--- config.mk ---
export PLATFORM = sky130hd
export DESIGN_NAME = sm2c_share_ctrl
export DESIGN_NICKNAME = d
export VERILOG_FILES = /design/src/rtl/sm2c_share_ctrl.sv
export SDC_FILE = /design/constraint.sdc
export NUM_CORES = 1
export LEC_CHECK = 0
export ABC_AREA = 1
export CORE_UTILIZATION = 52
export CTS_BUF_LIST = sky130_fd_sc_hd__clkbuf_4
export DETAILED_ROUTE_END_ITERATION = 10
export PLACE_DENSITY = 0.85
export SYNTH_ARGS = -nofsm -noshare
export SYNTH_HDL_FRONTEND = slang
export SYNTH_SLANG_ARGS = --single-unit
--- constraint.sdc ---
create_clock -name clk -period 3.6 [get_ports clk]
set_clock_uncertainty 0.05 [all_clocks]
set_input_delay 0.54 -clock clk [delete_from_list [all_inputs] [get_ports clk]]
set_output_delay 0.54 -clock clk [all_outputs]
set_load 0.03 [all_outputs]
--- src/rtl/sm2c_share_ctrl.sv ---
// rtl/sm2c_share_ctrl.sv - shared sign-magnitude to 2's-complement converter with round-robin arbitration
//
// Purpose:
//   Two requesters share a single sign-magnitude to 2's-complement converter.
//   A round-robin arbiter grants one requester in IDLE, its operand is latched,
//   converted in CONV, and the result is presented in HOLD on a valid/ready
//   interface until the consumer takes it.
//
// Ports:
//   clk        clock, rising edge
//   rst_n      asynchronous active-low reset
//   req0/sm0   requester 0 request and sign-magnitude operand
//   req1/sm1   requester 1 request and sign-magnitude operand
//   ack0/ack1  one-cycle capture acknowledge per requester
//   out_valid  result valid
//   out_ready  consumer accepts the result
//   y          2's-complement result
//   out_id     requester index of the current result
//   negz       operand was negative zero

module sm2c_share_ctrl #(
   parameter int W = 4
) (
   input  logic         clk,
   input  logic         rst_n,
   input  logic         req0,
   input  logic [W-1:0] sm0,
   input  logic         req1,
   input  logic [W-1:0] sm1,
   output logic         ack0,
   output logic         ack1,
   output logic         out_valid,
   input  logic         out_ready,
   output logic [W-1:0] y,
   output logic         out_id,
   output logic         negz
);

   typedef enum logic [1:0] {
      IDLE = 2'd0,
      CONV = 2'd1,
      HOLD = 2'd2
   } state_t;

   state_t         state, state_nx;
   logic           rr_ptr, rr_ptr_nx;
   logic [W-1:0]   op, op_nx;
   logic           op_id, op_id_nx;
   logic           ack0_nx, ack1_nx;
   logic           out_valid_nx;
   logic [W-1:0]   y_nx;
   logic           out_id_nx;
   logic           negz_nx;

   logic           grant;
   logic [W-2:0]   mag;
   logic [W-1:0]   conv_y;
   logic           conv_negz;

   // Round-robin only matters under contention; a lone requester always wins.
   assign grant = (req0 & req1) ? rr_ptr : req1;

   assign mag = op[W-2:0];

   // Negative zero naturally maps to 0 under the negate-mod-2^W rule, so the
   // only special handling it needs is the negz flag.
   always_comb begin
      conv_y = {1'b0, mag};
      if (op[W-1]) begin
         conv_y = ~{1'b0, mag} + {{(W-1){1'b0}}, 1'b1};
      end
      conv_negz = op[W-1] & (mag == '0);
   end

   always_comb begin
      state_nx     = state;
      rr_ptr_nx    = rr_ptr;
      op_nx        = op;
      op_id_nx     = op_id;
      ack0_nx      = 1'b0;
      ack1_nx      = 1'b0;
      out_valid_nx = out_valid;
      y_nx         = y;
      out_id_nx    = out_id;
      negz_nx      = negz;
      case (state)
         IDLE: begin
            if (req0 | req1) begin
               op_nx    = grant ? sm1 : sm0;
               op_id_nx = grant;
               ack0_nx  = ~grant;
               ack1_nx  = grant;
               state_nx = CONV;
            end
         end
         CONV: begin
            y_nx         = conv_y;
            out_id_nx    = op_id;
            negz_nx      = conv_negz;
            out_valid_nx = 1'b1;
            state_nx     = HOLD;
         end
         HOLD: begin
            if (out_ready) begin
               out_valid_nx = 1'b0;
               // The requester just served yields priority to the other one.
               rr_ptr_nx    = ~out_id;
               state_nx     = IDLE;
            end
         end
         default: begin
            state_nx = IDLE;
         end
      endcase
   end

   always_ff @(posedge clk or negedge rst_n) begin
      if (!rst_n) begin
         state     <= IDLE;
         rr_ptr    <= 1'b0;
         op        <= '0;
         op_id     <= 1'b0;
         ack0      <= 1'b0;
         ack1      <= 1'b0;
         out_valid <= 1'b0;
         y         <= '0;
         out_id    <= 1'b0;
         negz      <= 1'b0;
      end else begin
         state     <= state_nx;
         rr_ptr    <= rr_ptr_nx;
         op        <= op_nx;
         op_id     <= op_id_nx;
         ack0      <= ack0_nx;
         ack1      <= ack1_nx;
         out_valid <= out_valid_nx;
         y         <= y_nx;
         out_id    <= out_id_nx;
         negz      <= negz_nx;
      end
   end

endmodule

==> results of run 1 <==
[cell usage after synthesis]
library cell   n
nand2_1       34
dfrtp_1       17
inv_1         13
nand3_1       10
o21ai_0        6
ha_1           2
inv_2          2
nand2_2        2
nor2_2         2
a21oi_2        1
inv_4          1
nor2_1         1
nor2_8         1
nor3_1         1
o21ai_2        1
[stage by stage]
stage / setup WS (ns) / util [%] / area, sq um
floorplan: 2.40 / - / 792
global placement: 1.84 / 74.7 / 1020
detailed placement: 1.81 / 74.7 / 1020
CTS: 1.66 / 76.9 / 1050
global route: 1.62 / 76.9 / 1050
finish: 1.68 / 76.9 / 1050
[power by group]
group / internal, W / leakage, nW / switching (W)
logic: 0.000169 / 0.316 / 0.000263
clock network: 0.0000506 / 0.0184 / 0.0000575
registers: 0.000277 / 0.212 / 0.0000580
total: 0.000496 / 0.547 / 0.000378
[final cells by class]
type / count / area share (%)
tap: 15 / 1.79
inverter: 16 / 5.95
multi-input combinational: 61 / 28.9
timing repair buffer: 21 / 20.0
sequential: 17 / 40.5
clock buffer: 4 / 2.86
[worst min-delay path, stage by stage, from the launching register on]
cell,delay [ns]
dfrtp_1,0.35
nand2_1,0.05
nand2_1,0.05
[worst max path at each step]
| stage | startpoint | to | slack [ns] | cells after the start |
|---|---|---|---|---|
| 5_1_grt | y[1] | y[1] | 1.62 | 1 |
| 6_report | out_id | out_id | 1.68 | 1 |
| 4_1_cts | out_id | out_id | 1.66 | 1 |
| 3_3_place_gp | req1 | op[2] | 1.84 | 6 |
| 3_5_place_dp | req1 | op_id | 1.81 | 6 |
| 2_1_floorplan | op[1] | y[2] | 2.40 | 7 |
[cell usage in the layout, fill, tap and decap left out, types with 2 or more instances in the layout]
cell	count
nand2_1	34
clkdlybuf4s50_1	21
dfrtp_1	17
inv_1	13
nand3_1	10
o21ai_0	6
clkbuf_4	4
inv_2	2
nand2_2	2
nor2_2	2
ha_1	2
[cell families after synthesis]
group                      share of synthesized area, %
AOI/OAI and AO/OA                                  6.00
adders and majority gates                          3.16
buffers and inverters                              7.90
DFF                                                53.7
and+or+nand+nor                                    29.2
[metal layers]
metal	share of wire [%]	track usage, %	routed length (um)
met1	43	22.8	598
met2	51	37.1	711
met3	3.8	3.26	53
met4	1.3	12.5	18
met5	0	0	0
==> impl_metrics.tcl, run 1 <==
set metrics [dict create \
    status "finished clean" \
    hpwlAfterDp_mm 1.08 \
    syn_area_per_cell_sq_um 8.43 \
    path_cells "clkdlybuf4s50_1" \
    final_nets 135 \
    path_clk_slew_ns 0.09 \
    grt_pass1_wl_mm 2.18 \
    multi_input_area_sq_um 304 \
    cts_made_buffers 3 \
    cts.sinks 17 \
    reg2reg_depth 7 \
    slowest_stage "clkdlybuf4s50_1" \
    chipHeight_um 41.0 \
    regArea_sq_um 425 \
    yosys.area.top_type_share_pct 53.7 \
    netlist_instances 94 \
    period_share_pct 53.3 \
    peakVddDrop_v 0.000480 \
    port_buffers 21 \
    crit_family "buffers and inverters" \
    synth_seq_cells 17 \
    syn-num-nets 109 \
    required_ns 3.01 \
    cts.htree.levels 1 \
    relSlewSlack_pct 53.4 \
    hold_path_end "y[2]" \
    worstHoldPathCells 2 \
    tns_ns 0 \
    grt_max_degree 18 \
    drtAntennaViolNets 0 \
    wl_mm 1.38 \
    worst_hold_path_type "reg -> reg" \
    core_sq_um 1370 \
    fp.dieW_um 41.0 \
    syn2layout_area_growth_pct 32.7 \
    ys_seq_area_share_pct 53.7 \
    hold_start "y[2]" \
    synth_cell_types 15 \
    cp-end-kind "primary output" \
    reg_top3 "op x4, y x4, state x2" \
    worst_pin_slew_ns 0.697 \
    num_antenna_cells 0 \
    drv_slew 0 \
    vias 654 \
    grt-ovfl-total 0 \
    cts_hold_buf 0 \
    gr-usage-all-layers_pct 20.8 \
    yosys_warnings 0 \
    fin_total_pwr_w 0.000874 \
    synthesis.area_sq_um 792 \
    finalNonFillerCells 134 \
    arrival_ns 1.33 \
    finalHoldViolCount 0 \
    cts_tree "built" \
    fillers 112 \
    drive_gt1_share_pct 11.8 \
    cts_max_path_buffers 2 \
    dieArea_sq_um 1680 \
    postCtsSetupBuffers 0 \
    r2r_end "y[2]" \
    leakagePower_nw 0.547 \
    critPathKind "reg -> out" \
    routedWlPerCell_um 10.3 \
    powerDensity_nw_per_um2 832 \
    rows 13 \
    io-pin-count 22 \
    period_minus_slack_ns 1.92 \
    setup_violations 0 \
    max-cap-violations 0 \
    dr.pass1.iters 4 \
    cts_resized 0 \
    first_iter_violations 7 \
    drc_errors 0 \
    rsz0062_at_grt "no" \
    cp-start-kind "flop" \
    synth_area_leader_cell "dfrtp_1" \
    fin_hold_ws_ns 0.435 \
    grt_pass1_vias 545 \
    placed_cells 130 \
    place.gp.congestion 0.733 \
    initial_core_util_pct 58.0 \
    ff2ff_setup_slack_ns 2.29 \
    max_freq_mhz 522 \
    synth.area.top_cells "dfrtp_1 (54%), nand2_1 (16%), nand3_1 (6.3%)" \
    critPathBufInv 1 \
    clockRootBuffer "clkbuf_4" \
    max_stage_delay_ns 0.67 \
    antenna_found_initial 0 \
    route.detailed.vias_per_inst 4.88 \
    timing.rr.start "op[1]" \
    crit_path_max_fanout 3 \
    clock_latency_ns 0.29 \
]
No activity file was read; power rests on OpenSTA's default activity.
==> run 2: changes to the inputs <==
- CORE_UTILIZATION: 52 -> 48
- PLACE_DENSITY: 0.85 -> 0.79
- clock period: 3.6 -> 1.9 ns (I/O delays scaled with it)
==> run 2 against run 1 <==
Net effect:
- via count decreased by 0.15%
- cell count grew 1.5%
- hold slack worse by 0.18 ns
- flip-flop and latch count is the same
- routed wire length rose by 4.1%
- register-to-register slack lost 1.7 ns
- sequential share of layout area shrank 0.24 points
- clock power grew 78%
- combinational power rose by 90%
- setup slack lost 1.5 ns
- critical path type unchanged
- largest power group unchanged
==> impl_metrics.tcl, run 2 (synthesized netlist as in run 1, its figures left out) <==
set metrics [dict create \
    status "finished clean" \
    cts.htree.levels 1 \
    grt_pass1_vias 654 \
    drc_errors 0 \
    grt_pass1_wl_mm 2.55 \
    clock_latency_ns 0.29 \
    critPathKind "reg -> out" \
    dr.pass1.iters 4 \
    route.detailed.vias_per_inst 4.80 \
    layout_commonest_cell "nand2_1" \
    crit_family "buffers and inverters" \
    cp-end-kind "primary output" \
    cp-start-kind "flop" \
    routedWlPerCell_um 10.6 \
    grt-ovfl-total 0 \
    hpwlAfterDp_mm 1.18 \
    period_minus_slack_ns 1.69 \
    finalHoldViolCount 0 \
    clockRootBuffer "clkbuf_4" \
    grt_max_degree 18 \
    peakVddDrop_v 0.000747 \
    placed_cells 132 \
    worst_hold_path_type "in -> async" \
    final_nets 136 \
    cts_hold_buf 0 \
    rows 14 \
    leakagePower_nw 0.551 \
    chipHeight_um 42.6 \
    fin_ws_ns 0.215 \
    drtAntennaViolNets 0 \
    drive_gt1_share_pct 12.5 \
    finalNonFillerCells 136 \
    cts_max_path_buffers 2 \
    wl_mm 1.44 \
    worst_pin_slew_ns 0.303 \
    required_ns 1.56 \
    relSlewSlack_pct 79.7 \
    powerDensity_nw_per_um2 1560 \
    tns_ns 0 \
    dieArea_sq_um 1820 \
    fillers 137 \
    place.gp.congestion 0.716 \
    cts_resized 0 \
    fin_total_pwr_w 0.00164 \
    path_clk_slew_ns 0.10 \
    cts.sinks 17 \
    critPathBufInv 1 \
    io-pin-count 22 \
    max-cap-violations 0 \
    crit_path_max_fanout 3 \
    period_share_pct 88.7 \
    port_buffers 21 \
    antenna_found_initial 0 \
    fp.dieW_um 42.6 \
    num_antenna_cells 0 \
    gr-usage-all-layers_pct 19.3 \
    reg_top3 "op x4, y x4, state x2" \
    core_sq_um 1520 \
    max_freq_mhz 593 \
    syn2layout_area_growth_pct 33.5 \
    ff2ff_setup_slack_ns 0.59 \
    vias 653 \
    rsz0062_at_grt "no" \
    path_cells "clkdlybuf4s50_1" \
    pre_cts_ws_ns 0.349 \
    cts_made_buffers 3 \
    arrival_ns 1.35 \
    first_iter_violations 10 \
    postCtsSetupBuffers 0 \
    max_stage_delay_ns 0.67 \
    initial_core_util_pct 52.0 \
    setup_violations 0 \
    slowest_stage "clkdlybuf4s50_1" \
    layout_common_cells "nand2_1 (34), clkdlybuf4s50_1 (21), dfrtp_1 (17)" \
    drv_slew 0 \
    cts_tree "built" \
]
run 2: changes by cell type in the layout (fill, tap and decap cells not counted), sizes merged:
cell and delta:
clkbuf -1, clkinv +1, buf +1
run 2: per-layer routing:
metal | track usage, % | routed length (um) | vias up | part of all wire (%)
li1 | - | - | 344 | -
met1 | 21.8 | 599 | 285 | 42
met2 | 33.9 | 765 | 20 | 53
met3 | 3.88 | 48 | 4 | 3.3
met4 | 9.38 | 24 | 0 | 1.7
met5 | 0 | 0 | - | 0
run 2: worst paths after layout:
kind,start,end,depth (start not counted)
worst max-delay path,out_id,out_id,1
worst min-delay path,rst_n,out_id,2
worst max register to register,op[1],y[2],7
worst min register to register,out_valid,out_valid,2
max in group asynchronous,rst_n,op_id,2
min in group clk,out_valid,out_valid,2
run 2: through the flow:
step | hold slack (ns) | util [%] | area (sq um)
after global routing | 0.284 | 69.4 | 1060
after floorplan | -0.0606 | - | 792
after global placement | 0.404 | 67.6 | 1030
after detailed placement | 0.408 | 67.6 | 1030
final | 0.254 | 69.4 | 1060
after CTS | 0.256 | 69.4 | 1060
run 2: final cells by class:
type | count | area, sq um | share of cell area (%)
clock buffer | 3 | 22.5 | 2.13
clock inverter | 1 | 5.00 | 0.473
inverter | 16 | 62.6 | 5.92
multi-input combinational | 61 | 304 | 28.8
sequential | 17 | 425 | 40.2
tap | 16 | 20.0 | 1.89
timing repair buffer | 22 | 218 | 20.6
run 2: report_power, final:
group / total (W) / internal (W) / switching, W
clock network: 0.000192 / 0.0000783 / 0.000113
registers: 0.000632 / 0.000525 / 0.000107
logic: 0.000821 / 0.000321 / 0.000499
total: 0.00164 / 0.000925 / 0.000719
==> run 3: changes to the inputs <==
- ABC_AREA: 1 -> unset
- CORE_UTILIZATION: 48 -> 51
- PLACE_DENSITY: 0.79 -> 0.84
- clock period: 1.9 -> 2.04 ns (I/O delays scaled with it)
==> run 3 against run 2 <==
Net effect:
- flip-flop and latch count did not move
- total power fell by 5.5%
- routed wire length fell by 2.9%
- largest cell class unchanged
- largest power group unchanged
==> impl_metrics.tcl, run 3 <==
set metrics [dict create \
    status "finished clean" \
    drive_gt1_share_pct 10.1 \
    p_comb_share_pct 48.2 \
    syn_area_per_cell_sq_um 10.4 \
    ys_async_sr_fraction_pct 100 \
    yosys_warnings 0 \
    max_stage_delay_ns 0.67 \
    syn2layout_area_growth_pct 32.9 \
    fin_area_sq_um 1020 \
    leakagePower_nw 0.471 \
    dr.pass1.iters 4 \
    peakVddDrop_v 0.000912 \
    cts_max_path_buffers 2 \
    synth_seq_cells 17 \
    synthesis.area_sq_um 768 \
    arrival_ns 1.35 \
    route.detailed.vias_per_inst 5.36 \
    drv_slew 0 \
    required_ns 1.68 \
    layout_commonest_cell "clkdlybuf4s50_1" \
    initial_core_util_pct 56.9 \
    clockRootBuffer "clkbuf_4" \
    cts_hold_buf 0 \
    setup_violations 0 \
    fp.dieW_um 40.8 \
    wl_mm 1.40 \
    placed_area_sq_um 993 \
    synth.area.top_cells "dfrtp_1 (55%), o21ai_0 (7.2%), a21oi_1 (4.6%)" \
    path_cells "clkdlybuf4s50_1" \
    routedWlPerCell_um 12.2 \
    core_sq_um 1350 \
    clock_latency_ns 0.29 \
    drtAntennaViolNets 0 \
    yosys.area.top_type_share_pct 55.4 \
    path_clk_slew_ns 0.10 \
    cp-start-kind "flop" \
    slowest_stage "clkdlybuf4s50_1" \
    rows 13 \
    dieArea_sq_um 1670 \
    swShare_pct 42.2 \
    chipHeight_um 40.8 \
    pre_cts_ws_ns 0.465 \
    period_share_pct 83.5 \
    period_minus_slack_ns 1.70 \
    reg_top3 "op x4, y x4, state x2" \
    place.gp.congestion 0.777 \
    grt_max_degree 18 \
    crit_path_max_fanout 3 \
    grt_pass1_vias 576 \
    fin_ws_ns 0.336 \
    first_iter_violations 8 \
    synth-edff-count 0 \
    cts_resized 0 \
    max-cap-violations 0 \
    rsz0062_at_grt "no" \
    synth_area_leader_cell "dfrtp_1" \
    regArea_sq_um 425 \
    crit_family "buffers and inverters" \
    critPathBufInv 1 \
    final_nets 115 \
    share_seq_of_total_power_pct 40.4 \
    switching_power_w 0.000655 \
    io-pin-count 22 \
    layout_common_cells "clkdlybuf4s50_1 (21), dfrtp_1 (17), o21ai_0 (11)" \
    synth_common_cells "dfrtp_1 (17), o21ai_0 (11), nand2_1 (8)" \
    finalHoldViolCount 0 \
    tns_ns 0 \
    ys_seq_area_share_pct 55.4 \
    cp-end-kind "primary output" \
    drc_errors 0 \
    cts_tree "built" \
    port_buffers 21 \
    fin_total_pwr_w 0.00155 \
    grt_pass1_wl_mm 2.34 \
    synth_ff_type "dfrtp_1" \
    synth_cell_types 21 \
    cts_made_buffers 3 \
    relSlewSlack_pct 74.9 \
    hpwlAfterDp_mm 1.13 \
    antenna_found_initial 0 \
    synth_most_common_cell "dfrtp_1" \
    worst_pin_slew_ns 0.377 \
    fillers 108 \
    syn-num-nets 89 \
    max_freq_mhz 587 \
    clkPwrFrac_pct 11.4 \
    postCtsSetupBuffers 0 \
    netlist_instances 74 \
    cts.sinks 17 \
    vias 611 \
    p_int_w 0.000898 \
    powerDensity_nw_per_um2 1520 \
    worst_hold_path_type "in -> async" \
    cts.htree.levels 1 \
    multi_input_area_sq_um 307 \
    grt-ovfl-total 0 \
    critPathKind "reg -> out" \
    gr-usage-all-layers_pct 22.5 \
    num_antenna_cells 0 \
]
==> run 3: final timing paths <==
path | startpoint | end | slack, ns | cells after the start
max | out_valid | out_valid | 0.34 | 1
min | rst_n | state[1] | 0.29 | 2
max reg2reg | op[1] | y[2] | 0.62 | 5
min reg2reg | y[0] | y[0] | 0.43 | 2
max in group asynchronous | rst_n | y[0] | 1.47 | 2
min in group clk | y[0] | y[0] | 0.43 | 2
==> run 3: cells by family after synthesis <==
family	synth area share [%]
compound gates	16.9
simple gates	15.6
flops	55.4
buf+inv	4.72
mux	4.07
fa+ha+maj	3.26
==> run 3: through the flow <==
stage | hold slack (ns) | std cells | utilization [%]
after floorplan | -0.0396 | 74 | -
after global placement | 0.412 | 110 | 73.6
after detailed placement | 0.420 | 110 | 73.6
after CTS | 0.298 | 114 | 75.6
after global routing | 0.294 | 114 | 75.6
final | 0.286 | 114 | 75.6
==> run 3: power groups by stage <==
| stage | combinational [W] | clock [W] | sequential, W |
|---|---|---|---|
| CTS | 0.000758 | 0.000182 | 0.000628 |
| detailed placement | 0.000757 | 0 | 0.000636 |
| finish | 0.000749 | 0.000177 | 0.000627 |
| global placement | 0.000721 | 0 | 0.000631 |
| global route | 0.000831 | 0.000204 | 0.000654 |
| floorplan | 0.000354 | 0 | 0.000769 |
==> run 3: area by class of cell <==
| class | instances | share of cell area (%) |
|---|---|---|
| repair buffers | 22 | 21.3 |
| multi-input cells | 50 | 30.0 |
| clock inverters | 1 | 0.490 |
| inverters | 6 | 2.45 |
| well taps | 15 | 1.84 |
| flip-flops and latches | 17 | 41.7 |
| clock buffers | 3 | 2.21 |
==> run 3: metal layers <==
layer	track usage [%]	vias up	part of all wire (%)
li1	-	312	-
met1	26.5	270	42
met2	37.5	25	52
met3	4.89	4	3.7
met4	12.5	0	2.4
met5	0	-	0
==> RTL edit: new RTL, flow settings as in run 3 <==
Make the reset (`rst_n`) synchronous in one clocked block. Comments in the files are not updated.
--- a/src/rtl/sm2c_share_ctrl.sv
+++ b/src/rtl/sm2c_share_ctrl.sv
@@ -116,3 +116,3 @@
 
-   always_ff @(posedge clk or negedge rst_n) begin
+   always_ff @(posedge clk) begin
       if (!rst_n) begin
Check against the original RTL: differs if rst_n is asserted again (counterexample within 4 cycles, from zero or initial values and one cycle with rst_n low); with rst_n held inactive, the same outputs for 10 cycles.
==> RTL edit against run 3 <==
Area after synthesis is 2.8% lower. Cell area is 2.9% lower. Sequential cell count stayed put. Core utilization is 1.3 points lower. First-iteration DRC count is 75% higher. Wire length is 12% higher. Worst setup slack better by 12 ps. Largest cell class is now multi-input combinational cells.
Power is not compared: it rests on default switching activity, and its combinational part moved more than twofold at a synthesized area within 25%.
==> RTL edit: results (changes against run 3) <==
outcome: "completed"
grt_use_met1: 0.276  # +0.0118
yosys-top-cells-area: "dfxtp_1, a21oi_1, o221a_1, a311o_1, a21boi_0"
synth_common_cells: "dfxtp_1, a21oi_1, nand2_1, nor2_1, inv_1"
synth_seq_area_share: 0.456  # -0.0981
drt_iter0_drc: 14  # +6
h-tree-depth: 1  # unchanged
relSlewSlack: 0.718  # -0.0310
ff2ff_setup_slack_ps: 660  # +40 ps
wl_per_cell_um: 13.1  # +7.4%
holdWs_ps: 415  # +130 ps
async_reset_ff_frac: 0  # -1.00
dp_hpwl_um: 1080  # -4.4%
grt_pass1_wl_um: 2530  # +8.0%
clkLatencyLatePin_ps: 290  # about the same
netlist_instances: 83  # +12%
dp_slack_ps: 260  # -204 ps
cts.path.max_buffers: 2  # unchanged
grt_use_met2: 0.423  # +0.0484
synth_cell_types: 25  # +19%
r2r_end: "op[2]"
grtUsageTotal: 0.245  # +0.0199
drt_wl_total_um: 1560  # +12%
min_path_type: "reg2reg"
drive_gt1_frac: 0.0481  # -0.0529
r2r_cells: 3  # -2
drt_pass1_iterations: 5  # +1
grt_max_degree: 12  # -6
dr_total_vias: 682  # +12%
rr_startpoint: "rr_ptr"
nNetsFinal: 120  # +4.3%
synth_nets: 98  # +10%
ir_drop_v: 0.000416
gp_congestion: 0.707  # -9.0%
use_met3: 0.0556  # +0.00664
## RTL edit: cell families after synthesis
logic type,synth area share
compound gates,0.265
fa+ha+maj,0.0335
buf+inv,0.0553
flops,0.456
mux,0.0268
simple gates,0.164
## RTL edit: worst max path at each step
stage | from | end | slack [ps] | cells past startpoint
floorplan | state[1] | op[0] | 750 | 4
global placement | req0 | op[0] | 310 | 4
detailed placement | req0 | op[2] | 260 | 4
CTS | out_valid | out_valid | 340 | 1
global route | out_valid | out_valid | 280 | 1
finish | out_valid | out_valid | 350 | 1
## RTL edit: final cells by class
class	instances	area, um^2
multi-input cells	56	365
fillers	112	343
flip-flops and latches	17	340
repair buffers	22	218
clock buffers	4	30.0
inverters	5	18.8
well taps	15	18.8
## RTL edit: through the flow
step	instance area, um^2	utilization
floorplan	747	-
global placement	961	0.720
detailed placement	961	0.720
CTS	991	0.743
global route	991	0.743
finish	991	0.743
## RTL edit: metal layers
metal  wire (um)  up-vias
met2         745       22
li1            -      343
met4          29        0
met3          75        5
met1         714      312
met5           0        -
## RTL edit: report_power, final
part           internal (mW)  switching, mW
registers              0.359         0.0246
logic                 0.0854         0.0865
clock network         0.0894          0.108
